## config.mk

```make
export PLATFORM = sky130hd
export DESIGN_NAME = traffic_light_ctrl
export DESIGN_NICKNAME = d
export VERILOG_FILES = /design/src/rtl/traffic_light_ctrl.sv
export SDC_FILE = /design/constraint.sdc
export NUM_CORES = 1
export LEC_CHECK = 0
export ABC_AREA = 1
export CAP_MARGIN = 20
export CORE_AREA = 2 2 91 93
export DETAILED_ROUTE_END_ITERATION = 8
export DIE_AREA = 0 0 93 95
export GPL_TIMING_DRIVEN = 0
export PLACE_DENSITY_LB_ADDON = 0.12
export RECOVER_POWER = 50
export SYNTH_ARGS = -nofsm -noshare
export SYNTH_HDL_FRONTEND = slang
export SYNTH_SLANG_ARGS = --single-unit
export TNS_END_PERCENT = 50
```

## constraint.sdc

```tcl
create_clock -name CLK100MHZ -period 6.55 [get_ports CLK100MHZ]
set_input_delay 1.31 -clock CLK100MHZ [delete_from_list [all_inputs] [get_ports CLK100MHZ]]
set_output_delay 1.31 -clock CLK100MHZ [all_outputs]
set_load 0.02 [all_outputs]
```

## src/rtl/traffic_light_ctrl.sv

```systemverilog
// Two-approach traffic-light sequencer with pedestrian shortening, flash mode and a seconds countdown on two 7-segment digits.
// Latency: lamps, AN, display and PHASE decode registered state; FLASH_EN acts on the next edge, PED_REQ on the edge it is sampled.
// Backpressure: none; every output is driven every cycle from free-running counters and the phase state.
module traffic_light_ctrl #(
   parameter int CLK_HZ      = 100000000,
   parameter int REFRESH_DIV = 250000,
   parameter int GREEN_S     = 20,
   parameter int YELLOW_S    = 5,
   parameter int ALLRED_S    = 3,
   parameter int PED_GREEN_S = 4
) (
   input  logic       CLK100MHZ,
   input  logic       RST,
   input  logic       PED_REQ,
   input  logic       FLASH_EN,
   output logic       NS_R,
   output logic       NS_Y,
   output logic       NS_G,
   output logic       EW_R,
   output logic       EW_Y,
   output logic       EW_G,
   output logic [7:0] AN,
   output logic [6:0] display,
   output logic [2:0] PHASE
);

   localparam int PW = (CLK_HZ > 1) ? $clog2(CLK_HZ) : 1;
   localparam int RW = (REFRESH_DIV > 1) ? $clog2(REFRESH_DIV) : 1;
   localparam logic [PW-1:0] PRESC_MAX   = PW'(CLK_HZ - 1);
   localparam logic [RW-1:0] REFRESH_MAX = RW'(REFRESH_DIV - 1);
   localparam logic [6:0] GREEN_L  = 7'(GREEN_S);
   localparam logic [6:0] YELLOW_L = 7'(YELLOW_S);
   localparam logic [6:0] ALLRED_L = 7'(ALLRED_S);
   localparam logic [6:0] PED_L    = 7'(PED_GREEN_S);
   localparam logic [6:0] SEG_DASH = 7'b1111110;

   typedef enum logic [2:0] {
      NS_GRN = 3'd0,
      NS_YEL = 3'd1,
      RED_A  = 3'd2,
      EW_GRN = 3'd3,
      EW_YEL = 3'd4,
      RED_B  = 3'd5,
      FLASH  = 3'd6
   } state_t;

   state_t        state, state_nxt, succ;
   logic [6:0]    remain, remain_nxt, succ_len;
   logic          ped_lat, ped_nxt;
   logic          flash_ph, flash_nxt;
   logic [PW-1:0] presc;
   logic [RW-1:0] refresh;
   logic          sel;
   logic          tick;
   logic          is_green;
   logic [6:0]    digit;

   assign tick     = (presc == PRESC_MAX);
   assign PHASE    = state;
   assign is_green = (state == NS_GRN) || (state == EW_GRN);

   // One-second prescaler, free-running from reset
   always_ff @(posedge CLK100MHZ or posedge RST) begin
      if (RST)       presc <= '0;
      else if (tick) presc <= '0;
      else           presc <= presc + PW'(1);
   end

   // Digit refresh counter; digit select flips each time it wraps
   always_ff @(posedge CLK100MHZ or posedge RST) begin
      if (RST) begin
         refresh <= '0;
         sel     <= 1'b0;
      end else if (refresh == REFRESH_MAX) begin
         refresh <= '0;
         sel     <= ~sel;
      end else begin
         refresh <= refresh + RW'(1);
      end
   end

   // Phase state register and its countdown, pedestrian latch and flash phase
   always_ff @(posedge CLK100MHZ or posedge RST) begin
      if (RST) begin
         state    <= RED_B;
         remain   <= ALLRED_L;
         ped_lat  <= 1'b0;
         flash_ph <= 1'b0;
      end else begin
         state    <= state_nxt;
         remain   <= remain_nxt;
         ped_lat  <= ped_nxt;
         flash_ph <= flash_nxt;
      end
   end

   // Fixed cycle order: successor of each normal phase and its duration
   always_comb begin
      succ     = RED_B;
      succ_len = ALLRED_L;
      case (state)
         NS_GRN:  begin succ = NS_YEL; succ_len = YELLOW_L; end
         NS_YEL:  begin succ = RED_A;  succ_len = ALLRED_L; end
         RED_A:   begin succ = EW_GRN; succ_len = GREEN_L;  end
         EW_GRN:  begin succ = EW_YEL; succ_len = YELLOW_L; end
         EW_YEL:  begin succ = RED_B;  succ_len = ALLRED_L; end
         RED_B:   begin succ = NS_GRN; succ_len = GREEN_L;  end
         default: ;
      endcase
   end

   // Next state: flash override first, then pedestrian shortening, then tick countdown
   always_comb begin
      state_nxt  = state;
      remain_nxt = remain;
      ped_nxt    = ped_lat | PED_REQ;
      flash_nxt  = flash_ph;
      if (FLASH_EN) begin
         state_nxt = FLASH;
         ped_nxt   = 1'b0;
         if (state == FLASH && tick) flash_nxt = ~flash_ph;
      end else if (state == FLASH) begin
         state_nxt  = RED_B;
         remain_nxt = ALLRED_L;
         flash_nxt  = 1'b0;
      end else if (PHASE == 3'd7) begin
         state_nxt  = RED_B;
         remain_nxt = ALLRED_L;
      end else if (is_green && ped_nxt && remain > PED_L) begin
         remain_nxt = PED_L;
      end else if (tick) begin
         if (remain == 7'd1) begin
            state_nxt  = succ;
            remain_nxt = succ_len;
            // A request is served by the green it shortened; yellow retires it
            if (succ == NS_YEL || succ == EW_YEL) ped_nxt = 1'b0;
         end else begin
            remain_nxt = remain - 7'd1;
         end
      end
   end

   // Lamp decode; anything unexpected shows all-red
   always_comb begin
      NS_R = 1'b0; NS_Y = 1'b0; NS_G = 1'b0;
      EW_R = 1'b0; EW_Y = 1'b0; EW_G = 1'b0;
      case (state)
         NS_GRN:  begin NS_G = 1'b1; EW_R = 1'b1; end
         NS_YEL:  begin NS_Y = 1'b1; EW_R = 1'b1; end
         EW_GRN:  begin EW_G = 1'b1; NS_R = 1'b1; end
         EW_YEL:  begin EW_Y = 1'b1; NS_R = 1'b1; end
         FLASH:   begin NS_Y = flash_ph; EW_Y = flash_ph; end
         default: begin NS_R = 1'b1; EW_R = 1'b1; end
      endcase
   end

   // Digit multiplex: ones on AN[0], tens on AN[1], dashes while flashing
   always_comb begin
      AN      = sel ? 8'hFD : 8'hFE;
      digit   = sel ? (remain / 7'd10) : (remain % 7'd10);
      display = SEG_DASH;
      if (state != FLASH) begin
         case (digit)
            7'd0:    display = 7'b0000001;
            7'd1:    display = 7'b1001111;
            7'd2:    display = 7'b0010010;
            7'd3:    display = 7'b0000110;
            7'd4:    display = 7'b1001100;
            7'd5:    display = 7'b0100100;
            7'd6:    display = 7'b0100000;
            7'd7:    display = 7'b0001111;
            7'd8:    display = 7'b0000000;
            7'd9:    display = 7'b0000100;
            default: display = SEG_DASH;
         endcase
      end
   end

endmodule

```

==> flow_summary.toml <==
[job]
max_cap_viols = 1

[cts]
ctsHtreeMaxLevel = 3
cts_hold_fix_bufs = 0
ctsLongestPathBuffers = 2
post_cts_resize_count = 0
numClockSinks = 58
clkLatencyLatePin_ps = 340
post_cts.repair.setup_buffers = 0
clk_transition_reported_paths_ps = 70
numCtsBuffers = 9
ctsRootBufferMaster = "sky130_fd_sc_hd__clkbuf_8"
tritoncts = "built"

[finish]
n_fill_cell = 789
final_common_cell = "sky130_fd_sc_hd__inv_1"
final_cell_mix = "sky130_fd_sc_hd__inv_1 (100), sky130_fd_sc_hd__nand2_1 (74), sky130_fd_sc_hd__nand3_1 (59)"
finalNetCount = 575
flow.area_growth_from_synthesis_pct = 14.17
final_layout_size_suffix_gt1_share_pct = 8.348
number_of_diodes_added_for_antenna_fixing = 0
finish.utilization_pct = 55.19

[detailed_routing]
drt_first_pass_iters = 4
detail_route.vias_per_cell = 5.060
route.vias.total = 3380
detail_route.wirelength_mm = 7.923
remaining_number_of_nets_flagged_by_the_antenna_check_after_routing = 0
first_iter_violations = 144
post-route-drc-count = 0
drt-wirelength-per-cell_um = 11.86

[timing]
report.final.setup_viol = 0
post-route-min-period_ps = 5383
final_hold_viol_count = 0
tns_ps = 0
tightest_slew_ps = 1549
tightest_slew_margin_relative_to_the_limit_pct = -3.283
timing_max_transition_violations_final = 30
fmax_mhz = 185.8
layout_worst_path_cycle_share_pct = 82.19
finalClockSkew_ps = 9.764
rsz_0062_raised_after_global_routing = "no"

[worst_setup_path]
timing.critical_path.required_ps = 5240
cp_max_fo = 6
criticalPathCategory = "flip-flop to primary output"
critical_path.startpoint_type = "flip-flop"
crit_path_end_kind = "primary output"
reg2reg_setup_slack_ps = 3320
critical_path.startpoint = "remain[4]"
crit-reg2reg-launch = "presc[0]"
worst_ep_arrival_time_ps = 4070

[min_path]
min_from = "flash_ph"
timing.hold.worst.class = "flip-flop to flip-flop"

[synth]
synth_register_bits = 58
synth_sequential_area_ratio_pct = 38.00
synth_largest_type_area_fraction_pct = 35.26
syn-cell-area_um2 = 3832
synthCells = 520
post_synth_num_cell_types = 42
synth_area_leader_cell = "sky130_fd_sc_hd__dfrtp_1"
synthesis.yosys.warnings = 0
dominant_cells_by_area_after_synthesis = "sky130_fd_sc_hd__dfrtp_1 (35%), sky130_fd_sc_hd__inv_1 (9.8%), sky130_fd_sc_hd__nand3_1 (7.4%)"
synthesis.area_per_instance_um2 = 7.370

[floorplan]
die_boundary_width_um = 93
core_region_area_um2 = 7928
rows = 33
floorplan.initialDensity_pct = 48.34
dieHeight_um = 95
floorplan.io_pins = 28
fp.dieArea_um2 = 8835

[place]
place_congestion = 0.9086
dp_hpwl_mm = 5.908
port_buffers = 21

[status]
status = "finished, violations left"
failed_checks = "capacitance limit, slew limit"

[grt]
grt_overflow_total = 0
grt.total_usage_pct = 19.46
antenna_found_initial = 0
grt_pass1_wl_mm = 13.79
grt_max_degree = 31
grt_pass1_vias = 3128

[pwr]
static-leakage-power_uw = 0.002176
power_per_cell_area_nw_per_um2 = 527.2
vdd.ir_drop.worst_mv = 0.2736
[stage by stage]
| step | hold WS, ps | total power [uW] | cells | area (um2) | worst slack (ps) |
|---|---|---|---|---|---|
| after floorplan | 425.1 | 1494 | 525 | 3851 | 2454 |
| after global placement | 439.0 | 1959 | 651 | 4193 | 1623 |
| after detailed placement | 446.7 | 1978 | 652 | 4213 | 1544 |
| after CTS | 456.7 | 2329 | 668 | 4418 | 1136 |
| after global routing | 477.0 | 2507 | 668 | 4375 | 701.2 |
| final | 456.7 | 2307 | 668 | 4375 | 1167 |
[routing by layer]
layer	GRT usage [%]	share of wire, %
met1	25.91	49
met2	31.46	46
met3	3.751	3.5
met4	7.598	1.1
met5	0	0
[worst paths after layout]
kind / to / cells after the start
max: display[3] / 23
min: flash_ph / 1
max reg2reg: remain[3] / 13
min reg2reg: flash_ph / 1
max in group asynchronous: presc[8] / 3
min in group asynchronous: refresh[11] / 2
[kinds of logic (layout without fill, tap and decap cells)]
kind of cell	count (synthesis)	count (layout)	synth area share [%]
compound gates	72	72	11.17
xor+xnor	15	15	3.428
fa+ha+maj	13	13	4.244
buf+inv	112	150	11.69
flops	58	58	38.00
other cells	1	6	0.09785
simple gates	249	249	31.37
[cell type report]
class                   count  area [um2]  share of cell area (%)
repair buffers             22       214.0                   4.890
multi-input cells         355        1921                   43.89
plain buffers               8       56.30                   1.287
well taps                 105       131.4                   3.003
clock buffers              12       155.1                   3.546
clock inverters             4       50.05                   1.144
flip-flops and latches     58        1456                   33.29
inverters                 104       391.6                   8.951
[where the power goes]
part	internal (uW)	switching (uW)	leakage [uW]	total, uW
clock	196	145	0.0000986	341
combinational	614	923	0.00132	1540
sequential	393	36.9	0.000759	430
[cell usage after synthesis]
master,instances
sky130_fd_sc_hd__a41oi_1,1
sky130_fd_sc_hd__nand2_1,74
sky130_fd_sc_hd__nor3b_1,3
sky130_fd_sc_hd__xor2_1,15
sky130_fd_sc_hd__o21a_1,4
sky130_fd_sc_hd__nand3_1,57
sky130_fd_sc_hd__nand3_2,6
sky130_fd_sc_hd__nand4_2,1
sky130_fd_sc_hd__dfrtp_1,54
sky130_fd_sc_hd__or4_1,1
sky130_fd_sc_hd__a22oi_1,1
sky130_fd_sc_hd__buf_4,7
sky130_fd_sc_hd__dfstp_2,4
sky130_fd_sc_hd__nand2_4,2
sky130_fd_sc_hd__o21ai_1,1
sky130_fd_sc_hd__inv_2,3
sky130_fd_sc_hd__nor3_2,1
sky130_fd_sc_hd__nor3_4,1
sky130_fd_sc_hd__o311ai_0,1
sky130_fd_sc_hd__a21oi_2,1
sky130_fd_sc_hd__nor3_1,19
sky130_fd_sc_hd__o211ai_1,2
sky130_fd_sc_hd__nor4_1,4
sky130_fd_sc_hd__inv_1,100
sky130_fd_sc_hd__conb_1,1
sky130_fd_sc_hd__a21oi_4,2
sky130_fd_sc_hd__a31oi_1,2
sky130_fd_sc_hd__a21oi_1,25
sky130_fd_sc_hd__a311oi_1,1
sky130_fd_sc_hd__nand2_2,6
sky130_fd_sc_hd__and3_1,1
sky130_fd_sc_hd__o21ai_0,27
sky130_fd_sc_hd__clkbuf_1,1
sky130_fd_sc_hd__nor2_1,56
sky130_fd_sc_hd__nand3b_1,1
sky130_fd_sc_hd__ha_1,13
sky130_fd_sc_hd__a32oi_1,1
sky130_fd_sc_hd__o22ai_1,1
sky130_fd_sc_hd__clkinv_2,1
sky130_fd_sc_hd__nor4_2,1
sky130_fd_sc_hd__a211oi_1,2
sky130_fd_sc_hd__nand4_1,15
[sequential cells by signal, summed over array words and instances, names as in the netlist]
| name | count |
|---|---|
| ped_lat | 1 |
| refresh | 18 |
| remain | 7 |
| flash_ph | 1 |
| sel | 1 |
| presc | 27 |
| PHASE | 3 |
[critical path, cell delays in order (launching register included)]
cell and delay [ps]:
sky130_fd_sc_hd__dfrtp_1 420, sky130_fd_sc_hd__inv_1 180, sky130_fd_sc_hd__nand3_1 150, sky130_fd_sc_hd__nand3_1 110, sky130_fd_sc_hd__nand2_2 80, sky130_fd_sc_hd__a31oi_1 340, sky130_fd_sc_hd__nand2_1 140, sky130_fd_sc_hd__nand2_1 110
sky130_fd_sc_hd__nand2_1 110, sky130_fd_sc_hd__inv_1 90, sky130_fd_sc_hd__ha_1 140, sky130_fd_sc_hd__inv_1 70, sky130_fd_sc_hd__nand3_2 100, sky130_fd_sc_hd__nand3_2 130, sky130_fd_sc_hd__nand2_1 80, sky130_fd_sc_hd__nand3_1 90
sky130_fd_sc_hd__nand2_2 130, sky130_fd_sc_hd__inv_1 90, sky130_fd_sc_hd__ha_1 270, sky130_fd_sc_hd__inv_1 40, sky130_fd_sc_hd__nand3_1 90, sky130_fd_sc_hd__nand3_1 90, sky130_fd_sc_hd__nand3_1 80, sky130_fd_sc_hd__clkdlybuf4s50_1 600
(Power assumes the default switching activity.)
